$ cat config.mk
export PLATFORM = sky130hd
export DESIGN_NAME = wm8960_cfg_sequencer
export DESIGN_NICKNAME = d
export VERILOG_FILES = /design/src/rtl/wm8960_pkg.sv /design/src/rtl/wm8960_wait_cnt.sv /design/src/rtl/wm8960_cfg_sequencer.sv
export SDC_FILE = /design/constraint.sdc
export NUM_CORES = 1
export LEC_CHECK = 0
export ABC_AREA = 1
export CAP_MARGIN = 40
export CELL_PAD_IN_SITES_DETAIL_PLACEMENT = 1
export CELL_PAD_IN_SITES_GLOBAL_PLACEMENT = 1
export CORE_MARGIN = 10
export CORE_UTILIZATION = 37
export DETAILED_ROUTE_END_ITERATION = 10
export PLACE_DENSITY = 0.79
export SLEW_MARGIN = 15
export SYNTH_ARGS = -nofsm -noshare
export SYNTH_HDL_FRONTEND = slang
export SYNTH_SLANG_ARGS = --single-unit
$ cat constraint.sdc
create_clock -name clk -period 5.3 [get_ports clk]
set_input_delay 0.53 -clock clk [delete_from_list [all_inputs] [get_ports clk]]
set_output_delay 0.53 -clock clk [all_outputs]
set_load 0.005 [all_outputs]
$ cat src/rtl/wm8960_pkg.sv
// wm8960_pkg: shared FSM states, sequencer defaults and WM8960 register indices
package wm8960_pkg;
  typedef enum logic [2:0] {
    ST_IDLE, ST_FETCH, ST_LATCH, ST_REQ, ST_WAIT, ST_RSTW, ST_DONE, ST_ERR
  } state_t;
  localparam int RST_WAIT_DEF  = 50000;
  localparam int MAX_RETRY_DEF = 3;
  localparam int VOL_IDX_DEF   = 18;
  localparam int CNT_W         = 16;
  localparam logic [6:0] R_LINVOL   = 7'h00;
  localparam logic [6:0] R_RINVOL   = 7'h01;
  localparam logic [6:0] R_LOUT1    = 7'h02;
  localparam logic [6:0] R_ROUT1    = 7'h03;
  localparam logic [6:0] R_CLOCK1   = 7'h04;
  localparam logic [6:0] R_CTRL1    = 7'h05;
  localparam logic [6:0] R_CTRL2    = 7'h06;
  localparam logic [6:0] R_IFACE1   = 7'h07;
  localparam logic [6:0] R_RESET    = 7'h0F;
  localparam logic [6:0] R_PWR1     = 7'h19;
  localparam logic [6:0] R_PWR2     = 7'h1A;
  localparam logic [6:0] R_LOUTMIX  = 7'h22;
  localparam logic [6:0] R_ROUTMIX  = 7'h25;
  localparam logic [6:0] R_PWR3     = 7'h2F;
  function automatic logic [15:0] wm_word(input logic [6:0] r, input logic [8:0] d);
    return {r, d};
  endfunction
endpackage

$ cat src/rtl/wm8960_wait_cnt.sv
// wm8960_wait_cnt: loadable saturating down-counter with a zero flag
module wm8960_wait_cnt
  import wm8960_pkg::*;
#(
  parameter int W = CNT_W
) (
  input  logic         clk,
  input  logic         reset_n,
  input  logic         i_load,
  input  logic         i_en,
  input  logic [W-1:0] i_val,
  output logic         o_done
);
  logic [W-1:0] r_cnt;
  // load has priority; counting stops at zero instead of wrapping
  always_ff @(posedge clk or negedge reset_n)
    if (!reset_n) r_cnt <= '0;
    else if (i_load) r_cnt <= i_val;
    else if (i_en && r_cnt != '0) r_cnt <= r_cnt - 1'b1;
  assign o_done = r_cnt == '0;
endmodule

$ cat src/rtl/wm8960_cfg_sequencer.sv
// wm8960_cfg_sequencer: walks the WM8960 init table issuing one I2C write per entry
module wm8960_cfg_sequencer
  import wm8960_pkg::*;
#(
  parameter int RST_WAIT  = RST_WAIT_DEF,
  parameter int MAX_RETRY = MAX_RETRY_DEF,
  parameter int VOL_IDX   = VOL_IDX_DEF
) (
  input  logic        clk,
  input  logic        reset_n,
  input  logic        start,
  input  logic        vol_update,
  output logic [7:0]  tbl_addr,
  input  logic [15:0] tbl_q,
  input  logic [7:0]  dev_id,
  input  logic [7:0]  lut_size,
  output logic        i2c_req,
  output logic [7:0]  i2c_dev,
  output logic [15:0] i2c_wdata,
  input  logic        i2c_done,
  input  logic        i2c_ack_err,
  output logic        busy,
  output logic        init_done,
  output logic        init_err
);
  localparam int RW = (MAX_RETRY < 1) ? 1 : $clog2(MAX_RETRY + 1);
  localparam logic [RW-1:0] RMAX = RW'(MAX_RETRY);
  localparam logic [CNT_W-1:0] WAIT_VAL =
    (RST_WAIT > (1 << CNT_W) - 1) ? {CNT_W{1'b1}} : CNT_W'(RST_WAIT);
  localparam logic [7:0] VOL_FIRST = 8'(VOL_IDX);
  localparam logic [8:0] VOL_END = 9'(VOL_IDX + 2);
  state_t r_state, w_next;
  logic [7:0] r_idx, r_dev, w_end;
  logic [RW-1:0] r_retry;
  logic [15:0] r_wdata;
  logic r_pend, r_vol;
  logic w_go_full, w_go_vol, w_adv, w_rty, w_load, w_last, w_vol_ok, w_wdone, w_busy;
  assign w_end    = r_vol ? VOL_END[7:0] : lut_size;
  assign w_last   = ({1'b0, r_idx} + 9'd1) >= {1'b0, w_end};
  assign w_vol_ok = {1'b0, lut_size} >= VOL_END;
  assign w_busy   = !(r_state == ST_IDLE || r_state == ST_DONE || r_state == ST_ERR);
  assign tbl_addr  = r_idx;
  assign i2c_req   = r_state == ST_REQ || r_state == ST_WAIT;
  assign i2c_dev   = r_dev;
  assign i2c_wdata = r_wdata;
  assign busy      = w_busy;
  assign init_done = r_state == ST_DONE;
  assign init_err  = r_state == ST_ERR;
  wm8960_wait_cnt #(.W(CNT_W)) u_wait (
    .clk     (clk),
    .reset_n (reset_n),
    .i_load  (w_load),
    .i_en    (r_state == ST_RSTW),
    .i_val   (WAIT_VAL),
    .o_done  (w_wdone)
  );
  // state register; reset drops i2c_req immediately without waiting for the master
  always_ff @(posedge clk or negedge reset_n)
    if (!reset_n) r_state <= ST_IDLE;
    else r_state <= w_next;
  // next state plus the pass-start, advance, retry and wait-load strobes
  always_comb begin
    w_next    = r_state;
    w_go_full = 1'b0;
    w_go_vol  = 1'b0;
    w_adv     = 1'b0;
    w_rty     = 1'b0;
    w_load    = 1'b0;
    case (r_state)
      ST_IDLE:  w_go_full = 1'b1;
      ST_DONE: begin
        w_go_full = start;
        w_go_vol  = !start && (vol_update || r_pend) && w_vol_ok;
      end
      ST_ERR:   w_go_full = start;
      ST_FETCH: w_next = ST_LATCH;
      ST_LATCH: w_next = ST_REQ;
      ST_REQ, ST_WAIT: begin
        w_next = ST_WAIT;
        if (i2c_done && i2c_ack_err) begin
          w_next = r_retry == RMAX ? ST_ERR : ST_LATCH;
          w_rty  = r_retry != RMAX;
        end else if (i2c_done && r_idx == 8'd0 && !r_vol) begin
          w_next = ST_RSTW;
          w_load = 1'b1;
        end else if (i2c_done) w_adv = 1'b1;
      end
      ST_RSTW:  w_adv = w_wdone;
      default:  w_next = ST_IDLE;
    endcase
    if (w_adv) w_next = w_last ? ST_DONE : ST_FETCH;
    if (w_go_full) w_next = lut_size == 8'd0 ? ST_DONE : ST_FETCH;
    if (w_go_vol) w_next = ST_FETCH;
  end
  // index/retry/pending bookkeeping; table word captured only on the first attempt so retries resend it unchanged
  always_ff @(posedge clk or negedge reset_n)
    if (!reset_n) begin
      r_idx   <= '0;
      r_retry <= '0;
      r_pend  <= 1'b0;
      r_vol   <= 1'b0;
      r_dev   <= '0;
      r_wdata <= '0;
    end else begin
      if (w_go_full) begin
        r_idx   <= '0;
        r_retry <= '0;
        r_vol   <= 1'b0;
        r_pend  <= 1'b0;
      end else if (w_go_vol) begin
        r_idx   <= VOL_FIRST;
        r_retry <= '0;
        r_vol   <= 1'b1;
        r_pend  <= 1'b0;
      end else begin
        if (r_state == ST_DONE) r_pend <= 1'b0;
        else if (w_busy && vol_update) r_pend <= 1'b1;
        if (w_adv && !w_last) begin
          r_idx   <= r_idx + 8'd1;
          r_retry <= '0;
        end
        if (w_rty) r_retry <= r_retry + 1'b1;
      end
      if (r_state == ST_LATCH && r_retry == '0) begin
        r_dev   <= dev_id;
        r_wdata <= tbl_q;
      end
    end
endmodule

---- After elaboration in Yosys (flattened, before gate mapping) ----
Index checks and enable logic that the tools add are counted.
storage, ports and cells
  output and inout bits ................... 36
  input port bits ......................... 38
  register bits ........................... 55
  word-level logic and storage cells ...... 90
operators by class
  $lt $le $gt $ge ......................... 2
  equal/unequal tests ..................... 9
  multiplexer cells ....................... 36
  reductions and logical operators ........ 31
  $add $sub $neg .......................... 4
operators with widths
  kind                                                               number
  2-to-1 mux 16 bit                                                  2
  2-to-1 mux 8 bit                                                   4
  2-to-1 mux 3 bit                                                   7
  logical NOT 16 bit                                                 1
  logical NOT 8 bit                                                  2
  2-to-1 mux 1 bit                                                   16
  nonzero test 16 bit                                                1
  subtractor 16 x 1 -> 16 bit, second input constant                 1
  equality test 3 bit, second input constant                         4
  adder 8 x 1 -> 9 bit, second input constant                        1
  greater-or-equal comparator 9 x 8 -> 1 bit                         1
  logical AND 1 bit                                                  9
  one-hot mux 3 bit (3 select lines)                                 1
  adder 8 x 1 -> 8 bit, second input constant                        1
  greater-or-equal comparator 8 x 5 -> 1 bit, second input constant  1
  2-to-1 mux 2 bit                                                   4
  nonzero test 4 bit                                                 2
  equality test 3 x 2 -> 1 bit, second input constant                2
  nonzero test 6 bit                                                 1
  logical NOT 1 bit                                                  4
  logical OR 1 bit                                                   4
  one-hot mux 1 bit (2 select lines)                                 2
  nonzero test 2 bit                                                 2
  OR reduction 2 bit                                                 2
  7 further kinds                                                    7

---- Longest topological paths before layout ----
Gate-level depths: netlist of the first run.
  word-level depth ........................ 11
  mapped depth ............................ 18
  depth with buffers taken out ............ 17

---- Cells and area by module ----
A second synthesis of the first run with hierarchy kept.
unflattened totals
  cell total of the unflattened synthesis .. 426
  area, all modules ....................... 3452.1 um^2
by module, submodules not included
  module                seq. area each (um^2)  cells each  times used  area each (um^2)
  wm8960_cfg_sequencer  975.9                  243         1           2197.1
  wm8960_wait_cnt       400.4                  183         1           1255.0

---- Least setup slack after synthesis of the first run ----
No wires, ideal clock.
  kind .................................... register to register
  start point ............................. register r_idx[0] (netlist: tbl_addr[0])
  end point ............................... register r_state[2]
  period minus slack after synthesis ...... 2.247 ns
  library setup time ...................... 0.121 ns
  data arrival time ....................... 2.126 ns
  buffers on the path ..................... 1
  setup slack ............................. 3.053 ns
  cell stages (with the launch flop) ...... 16
  required time ........................... 5.179 ns
  path through ............................ dfrtp_1 > inv_1 > nor3_1 > nand3_1 > nor3_1 > xor2_1 > ha_1 > nand4_1 > nand2_1 > nor2_1 > nand3_2 > buf_6 > nand2_1 > nand2_1 > nand2_1 > nand2_1
between the ends
  word-level cells in the longest chain between the ends .. 9
  elaborated cells on any way between the ends .. 13
  classes of those cells .................. add/sub (1); order compare (1); mux (7); reduce/logical (4)
ends and longest elaborated chain
  what                                                                          line                         text
  from (decl)                                                                   wm8960_cfg_sequencer.sv:33   logic [7:0] r_idx, r_dev, w_end;
  from (signal assigned)                                                        wm8960_cfg_sequencer.sv:119  r_idx <= r_idx + 8'd1;
  parallel branches: the longest is 9 deep, another holds adder 8 x 1 -> 9 bit  n/a
  to (signal assigned)                                                          wm8960_cfg_sequencer.sv:60   else r_state <= w_next;
  to (decl)                                                                     wm8960_cfg_sequencer.sv:32   state_t r_state, w_next;
Parallel ways; which one is timed is not known.
A chain may end at the register's enable or synchronous reset.

---- Final worst setup path of the first run ----
  start point ............................. register r_idx[0] (netlist: tbl_addr[0])
  end point ............................... register r_idx[1] (netlist: tbl_addr[1])
between the ends
  word-level cells in the longest chain between the ends .. 8
  elaborated cells on any way between the ends .. 15
  classes of those cells .................. add/sub (2); order compare (1); mux (6); reduce/logical (6)
ends and longest elaborated chain
  what
  parallel branches: the longest is 8 deep, another holds adder 8 x 1 -> 9 bit
Parallel ways; which one is timed is not known. The select of a mux whose other input is x is not followed.

==> results.yml, run 1 <==
outcome:
  status: "finished, final reports clean"
drt:
  vias: 2712
  drt_iter0_markers: 50
  detail_route.wl_per_cell_um: 16.2
  vias_per_cell: 4.95
  ant_nets: 0
  met1_length_um: 3460
  wl_met3_um: 358
  highest_layer: "met4"
  drcViolationCount: 0
  wl_met2_um: 4990
  first_pass_iters: 4
  routed_wl_um: 8860
clock_network:
  cts_buffer_depth: 2
  cts_resized: 0
  root_buffer: "clkbuf_8"
  cts_tree: "done"
  cts_hold_buf: 0
  post_cts_buffers: 0
  clk_pin_slew_worst_paths_ns: 0.11
  cts_sinks: 55
  htree_levels: 2
  cts_buffers: 5
  insertion_delay_ns: 0.31
critical_path:
  worstSetupEndpointType: "flip-flop"
  arrival_ns: 3.02
  cp.required_ns: 5.55
  critPathMaxFanout: 11
  cp-start-kind: "flip-flop"
  crit_type: "reg -> reg"
synth:
  yosysUniqueCellTypes: 30
  synthAdderAreaFrac_pct: 5.31
  syn-num-nets: 414
  ys_seq_elements: 55
  synthTopCellsByArea: "dfrtp_1 (45%), nand2_1 (9.8%), mux2_2 (8.8%)"
  syn_inst: 363
  synth_area_per_cell_um2: 8.44
  synthMuxAreaShare_pct: 8.82
  synthXorXnorAreaFrac_pct: 2.29
  synth_seq_area_share_pct: 44.9
  synth-compound-area-share_pct: 6.57
  synth-simple-area-share_pct: 25.0
  ys_warn_count: 0
  synth.cell_area_um2: 3070
  synth.largest_area_cell: "dfrtp_1"
  synth_top_family_by_area: "simple AND/OR/NAND/NOR gates"
  synth_top_area_share_pct: 44.9
floorplanning:
  io_pins: 74
  coreArea_um2: 8130
  rows: 33
  die_width_um: 111
  start_util_pct: 37.7
  die_area_um2: 12300
  dieHeight_um: 111
run:
  maxCapViolations: 0
power_and_ir_drop:
  combPwrFrac_pct: 50.8
  clockPowerShare_pct: 14.4
  power_density_nw_per_um2: 502
  ir_drop_uv: 212
  swShare_pct: 38.7
  total_power_w: 0.00203
  power_frac_seq_pct: 34.8
  p_leak_nw: 1.91
  p_sw_w: 0.000784
  internal-power_w: 0.00124
global_routing:
  track_usage_pct: 14.5
  grt_pass1_vias: 3121
  grt_max_degree: 56
  overflow: 0
  antenna_found_initial: 0
  grt_first_pass_wirelength_um: 15200
cells_and_area:
  mostFrequentLayoutCells: "nand2_1 (80), clkdlybuf4s50_1 (72), dfrtp_1 (55)"
  n_antenna_cell: 0
  layout_commonest_cell: "nand2_1"
  multi_input_area_um2: 1470
  syn2layout_area_growth_pct: 31.6
  nFillCells: 957
  nets: 493
  final-seq-area_um2: 1380
  drive_gt1_share_pct: 12.0
timing:
  fmax_mhz: 361
  hold_viol: 0
  rsz0062_at_grt: "no"
  tightest_slew_ns: 0.733
  slew_headroom_pct: 51.1
  fin_skew_ns: 0.0109
  maxSlewViolCount: 0
  timing.final.crit_period_ns: 2.77
  fin_tns_setup_ns: 0
  setup_viol: 0
  fin_crit_sh_pct: 52.3
min_path:
  hp-class: "in -> async"
placement:
  hpwlAfterDp_um: 7130
  gp_congestion: 0.831
  port_buffers: 73
==> synthesized netlist by cell type <==
master	count
mux2_2	24
o21a_1	1
o21ai_4	1
buf_6	1
a21oi_1	9
nor2_4	1
o22ai_1	3
nor3_2	2
xor2_1	8
inv_1	47
nand3b_1	1
buf_2	2
clkinv_2	1
nand3_1	16
nor2_1	45
inv_2	4
a31oi_1	1
ha_1	13
nor3b_1	1
nand2_1	80
nand2_2	2
dfrtp_1	55
nand4_1	9
o21bai_1	4
o211ai_1	1
nor2_2	6
o21ai_0	12
nor3_1	9
o21ai_1	2
nand3_2	2
==> stage by stage <==
stage	utilization [%]	instance area, um2	worst slack, ns	cells	hold slack (ns)
floorplan	-	3070	3.05	363	0.234
global placement	48.1	3910	2.71	539	0.487
detailed placement	48.2	3920	2.55	540	0.494
CTS	49.6	4040	2.50	548	0.373
global route	49.6	4040	2.19	548	0.417
finish	49.6	4040	2.53	548	0.336
==> final timing paths <==
check | slack [ns] | cells past startpoint | to | from
setup / recovery | 2.53 | 14 | tbl_addr[1] | tbl_addr[0]
hold / removal | 0.34 | 2 | u_wait.r_cnt[3] | reset_n
setup reg to reg | 2.53 | 14 | tbl_addr[1] | tbl_addr[0]
hold reg to reg | 0.51 | 1 | i2c_wdata[13] | i2c_wdata[13]
max in group asynchronous | 4.46 | 2 | u_wait.r_cnt[8] | reset_n
min in group clk | 0.51 | 1 | i2c_wdata[13] | i2c_wdata[13]
==> per-layer routing <==
layer,track usage (%),vias to the layer above
met1,15.5,1338
li1,-,1329
met3,3.35,6
met2,28.3,39
met5,0,-
met4,2.40,0
==> cells by family after synthesis <==
kind of cell,Yosys count
adder cells (fa/ha/maj),13
buffers and inverters,55
XOR/XNOR,8
flip-flops,55
AO/OA/AOI/OAI,34
multiplexers,24
AND/OR/NAND/NOR,174
==> final cells by class <==
type / count / share of cell area [%]
clock buffers: 6 / 1.80
flip-flops and latches: 55 / 34.1
repair buffers: 75 / 18.5
inverters: 52 / 4.87
well taps: 105 / 3.26
multi-input cells: 253 / 36.5
clock inverters: 2 / 0.961
==> state kept, by name, summed over array words and instances, names as in the netlist <==
| signal | count |
|---|---|
| r_vol | 1 |
| r_retry | 2 |
| i2c_wdata | 16 |
| u_wait.r_cnt | 16 |
| i2c_dev | 8 |
| r_state | 3 |
| tbl_addr | 8 |
| r_pend | 1 |
==> power groups by stage <==
| stage | clock (W) | combinational (W) | sequential (W) |
|---|---|---|---|
| 6_report | 0.000292 | 0.00103 | 0.000706 |
| 4_1_cts | 0.000303 | 0.00106 | 0.000709 |
| 5_1_grt | 0.000319 | 0.00116 | 0.000733 |
| 3_5_place_dp | 0 | 0.00105 | 0.000718 |
| 3_3_place_gp | 0 | 0.00101 | 0.000701 |
| 2_1_floorplan | 0 | 0.000579 | 0.000701 |
==> worst max-delay path: stages (launching register included) <==
cell and delay [ns]:
dfrtp_1 0.42, ha_1 0.22, nand3_1 0.17, nor3b_1 0.27, xor2_1 0.30, ha_1 0.30
nand2_1 0.07, inv_1 0.05, nand4_1 0.08, nand2_1 0.05, nor2_1 0.12, nand3_2 0.23
nand2_1 0.26, nand2_1 0.09, o21ai_1 0.08
(Power assumes the default switching activity.)
==> run 2: changes to the inputs <==
clock period = 2.57 ns   (was 5.3 ns; I/O delays follow)
==> run 2 against run 1 <==
Compared with the run above: clock skew barely moved; utilization rose by 2.4 points; sequential share of layout area shrank 1.6 points; cell count grew 2.4%; via count increased by 3.1%; combinational power up 120%; global-route usage is 0.14 points higher; highest routed layer unchanged.
==> results.yml, run 2 (synthesis results as in run 1) <==
placement:
  port_buffers: 73
  gp_congestion: 0.869
  placed_cell_area_um2: 3950
  hpwlAfterDp_um: 7210
cells_and_area:
  n_antenna_cell: 0
  drive_gt1_share_pct: 17.8
  mostFrequentLayoutCells: "nand2_1 (77), clkdlybuf4s50_1 (72), dfrtp_1 (55)"
  multi_input_area_um2: 1570
  final-seq-area_um2: 1380
  layout_commonest_cell: "nand2_1"
  fin_util_pct: 52.0
  nFillCells: 960
  fin_area_um2: 4230
  nets: 506
  syn2layout_area_growth_pct: 38.1
power_and_ir_drop:
  p_leak_nw: 1.98
  total_power_w: 0.00435
  power_density_nw_per_um2: 1030
  ir_drop_uv: 418
clock_network:
  cts_sinks: 55
  cts_tree: "done"
  htree_levels: 2
  clk_pin_slew_worst_paths_ns: 0.11
  root_buffer: "clkbuf_8"
  cts_buffers: 5
  insertion_delay_ns: 0.32
  cts_buffer_depth: 2
timing:
  fin_crit_sh_pct: 95.8
  timing.hold.ws_ns: 0.331
  timing.final.crit_period_ns: 2.46
  rsz0062_at_grt: "yes"
  fmax_mhz: 406
  maxSlewViolCount: 0
  hold_viol: 0
  setup_viol: 0
  tightest_slew_ns: 0.441
  fin_skew_ns: 0.0106
  slew_headroom_pct: 70.4
floorplanning:
  coreArea_um2: 8130
  die_area_um2: 12300
  dieHeight_um: 111
  io_pins: 74
  die_width_um: 111
  start_util_pct: 37.7
  rows: 33
drt:
  vias: 2797
  first_pass_iters: 4
  vias_per_cell: 4.99
  detail_route.wl_per_cell_um: 16.8
  ant_nets: 0
  routed_wl_um: 9400
  drt_iter0_markers: 82
  drcViolationCount: 0
critical_path:
  critPathSlowestCell: "dfrtp_1"
  cp.required_ns: 2.81
  reg2reg_slack_ns: 0.11
  cpPeakStageDelay_ns: 0.39
  cp-start-kind: "flip-flop"
  worstSetupEndpointType: "flip-flop"
  crit_type: "reg -> reg"
  path_cells: "inv_2 -> nor3_4 -> nand3_2 -> nor3_2 -> xor2_1 -> buf_4 -> ha_1 -> nand4_1 -> nand2_1 -> nor2_2 -> nand3_4 -> buf_6 -> o22ai_1"
  critPathMaxFanout: 7
  arrival_ns: 2.70
global_routing:
  grt_max_degree: 30
  overflow: 0
  grt_pass1_vias: 2993
  antenna_found_initial: 0
  track_usage_pct: 14.6
  grt_first_pass_wirelength_um: 15200
min_path:
  hp-class: "in -> async"
outcome:
  status: "finished, final reports clean"
run:
  maxCapViolations: 0
[run 2: layout make-up]
class / count / area share [%]
Clock buffer: 5 / 1.63
Clock inverter: 3 / 1.09
Inverter: 52 / 4.64
Multi-Input combinational cell: 253 / 37.0
Sequential cell: 55 / 32.5
Tap cell: 105 / 3.10
Timing Repair Buffer: 88 / 20.0
[run 2: through the flow]
step / cells / setup slack (ns) / setup TNS [ns]
detailed placement: 545 / -0.121 / -0.795
finish: 561 / 0.107 / 0
global route: 561 / -0.0888 / -0.724
floorplan: 363 / 0.323 / 0
global placement: 545 / 0.0177 / 0
CTS: 556 / 0.0149 / 0
[run 2: metal layers]
metal,up-vias,global-route usage (%),share of wire [%]
li1,1348,-,-
met1,1395,16.1,40
met2,47,27.8,56
met3,7,3.52,3.1
met4,0,2.74,0.58
met5,-,0,0
[run 2: repair_timing]
action	in CTS	in global routing
setup endpoints to repair	10	13
hold endpoints to repair	9	0
gates resized for setup	3	19
pin swaps	1	9
hold buffers	1	0
setup buffers	2	5
[run 2: worst paths after layout]
check,end,from,depth (start not counted)
worst min register to register,i2c_dev[0],i2c_dev[0],1
worst min-delay path,i2c_wdata[12],reset_n,2
max in group asynchronous,i2c_wdata[13],reset_n,3
worst max-delay path,tbl_addr[5],tbl_addr[1],13
min in group clk,i2c_dev[0],i2c_dev[0],1
worst max register to register,tbl_addr[5],tbl_addr[1],13
[run 2: worst max-delay path, delay by kind of cell (launching register included)]
family	cells	cell delay, ns
xor+xnor	1	0.17
buf+inv	3	0.38
simple gates	7	1.05
compound gates	1	0.16
flops	1	0.39
fa+ha+maj	1	0.23
[run 2: where the power goes]
part	internal, W	switching (W)	total [W]
combinational	0.00114	0.00115	0.00229
sequential	0.00121	0.000245	0.00145
clock	0.000294	0.000313	0.000607
==> run 3: changes to the inputs <==
CORE_MARGIN = default   (was 10)
CTS_CLUSTER_SIZE = 10   (was default)
==> run 3 against run 2 <==
Compared with the run above: the run now ends with setup timing left; critical path type unchanged; die area shrank 30%; combinational power is 2% lower; highest routed layer unchanged; sequential power about the same; non-clock buffer count rose by 3.
==> results.yml, run 3 (synthesis results as in run 1) <==
power_and_ir_drop:
  power_frac_seq_pct: 34.8
  swShare_pct: 40.3
  internal-power_w: 0.00252
  p_sw_w: 0.00170
  power_density_nw_per_um2: 999
  p_leak_nw: 2.01
  combPwrFrac_pct: 53.1
  total_power_w: 0.00422
  ir_drop_uv: 487
  clockPowerShare_pct: 12.1
critical_path:
  timing.rr.start: "tbl_addr[0]"
  cp-start-kind: "flip-flop"
  reg2reg_slack_ns: -0.08
  cp.required_ns: 2.78
  r2r-end: "r_state[1]"
  worstSetupEndpointType: "flip-flop"
  arrival_ns: 2.85
  critPathMaxFanout: 6
  rr_worst_depth: 13
  crit_type: "reg -> reg"
clock_network:
  root_buffer: "clkbuf_8"
  cts_sinks: 55
  insertion_delay_ns: 0.31
  htree_levels: 2
  cts_tree: "done"
  clk_pin_slew_worst_paths_ns: 0.11
  cts_buffers: 5
  cts_buffer_depth: 2
floorplanning:
  die_area_um2: 8650
  rows: 32
  dieHeight_um: 93.0
  die_width_um: 93.0
  io_pins: 74
  coreArea_um2: 7890
  start_util_pct: 38.9
timing:
  timing.hold.ws_ns: 0.450
  setup_viol: 12
  fin_crit_sh_pct: 103
  worst_slack_ns: -0.0753
  maxSlewViolCount: 0
  timing.final.crit_period_ns: 2.65
  hold_viol: 0
  fmax_mhz: 378
  fin_skew_ns: 0.00395
  slew_headroom_pct: 68.7
  tightest_slew_ns: 0.466
global_routing:
  overflow: 0
  antenna_found_initial: 0
  grt_pass1_vias: 2986
  grt_first_pass_wirelength_um: 14200
  track_usage_pct: 20.7
  grt_max_degree: 56
drt:
  ant_nets: 0
  drcViolationCount: 0
  vias: 2805
  routed_wl_um: 8950
  first_pass_iters: 4
  vias_per_cell: 5.00
  detail_route.wl_per_cell_um: 16.0
  drt_iter0_markers: 91
placement:
  gp_congestion: 0.814
  port_buffers: 73
  hpwlAfterDp_um: 6430
outcome:
  status: "finished, violations left"
  violations: "setup timing"
cells_and_area:
  nets: 509
  layout_commonest_cell: "nand2_1"
  n_antenna_cell: 0
  nFillCells: 926
  mostFrequentLayoutCells: "nand2_1 (79), clkdlybuf4s50_1 (72), dfrtp_1 (53)"
  drive_gt1_share_pct: 17.9
  syn2layout_area_growth_pct: 37.8
min_path:
  hp-class: "in -> async"
run:
  maxCapViolations: 0
-- run 3: cell types whose count changed in the layout (fill, tap and decap cells not counted), moves of 2 or more --
cell	delta
buf_4	+3
clkinv_4	+2
dfrtp_1	-2
dfrtp_2	+2
nand2_1	+2
-- run 3: per-layer routing --
| metal | track usage [%] | vias to the layer above | wire, um |
|---|---|---|---|
| li1 | - | 1360 | - |
| met1 | 24.9 | 1380 | 3790 |
| met2 | 38.1 | 52 | 4740 |
| met3 | 3.58 | 13 | 261 |
| met4 | 4.87 | 0 | 152 |
| met5 | 0 | - | 0 |
-- run 3: worst max-delay path by stage --
| stage | startpoint | endpoint |
|---|---|---|
| finish | tbl_addr[0] | r_state[1] |
| global route | tbl_addr[2] | r_state[1] |
| CTS | tbl_addr[0] | tbl_addr[7] |
| detailed placement | tbl_addr[0] | tbl_addr[2] |
| global placement | tbl_addr[0] | tbl_addr[0] |
| floorplan | tbl_addr[0] | r_state[2] |
-- run 3: stage by stage --
step	area (um2)	util [%]	setup TNS, ns	setup WS [ns]	std cells
after global routing	4230	53.6	-3.03	-0.262	561
final	4230	53.6	-0.366	-0.0753	561
after global placement	3960	50.1	0	0.00699	541
after floorplan	3070	-	0	0.323	363
after CTS	4100	52.0	0	0.000986	554
after detailed placement	3960	50.1	-0.283	-0.0541	541
-- run 3: repair_timing --
item                       4_1_cts  5_1_grt
pin swaps                        1        8
hold buffers                     1        0
buffers inserted                 4        7
gates resized for setup          3       16
setup endpoints to repair        8       13
hold endpoints to repair        55        0
-- run 3: critical path, stage by stage, from the launching register on --
cell and delay (ns):
dfrtp_2 0.43, inv_2 0.08, nor3_4 0.17, nand3_1 0.17, nor3_1 0.34, xor2_1 0.28
ha_1 0.29, nand4_1 0.10, nand2_1 0.06, nor2_2 0.15, nand3_4 0.13, buf_4 0.17
o21ai_0 0.08, o21bai_1 0.08
-- run 3: power by group through the flow --
stage	registers (W)	logic, W	clock network, W
2_1_floorplan	0.00145	0.00119	0
3_3_place_gp	0.00145	0.00209	0
3_5_place_dp	0.00148	0.00216	0
4_1_cts	0.00146	0.00220	0.000527
5_1_grt	0.00152	0.00247	0.000556
6_report	0.00147	0.00224	0.000511
-- run 3: layout make-up --
class / count / area (um2) / share of cell area, %
Timing Repair Buffer: 91 / 880 / 20.8
Multi-Input combinational cell: 253 / 1550 / 36.7
Tap cell: 102 / 128 / 3.02
Clock buffer: 5 / 68.8 / 1.63
Sequential cell: 55 / 1380 / 32.6
Inverter: 52 / 196 / 4.65
Clock inverter: 3 / 25.0 / 0.592
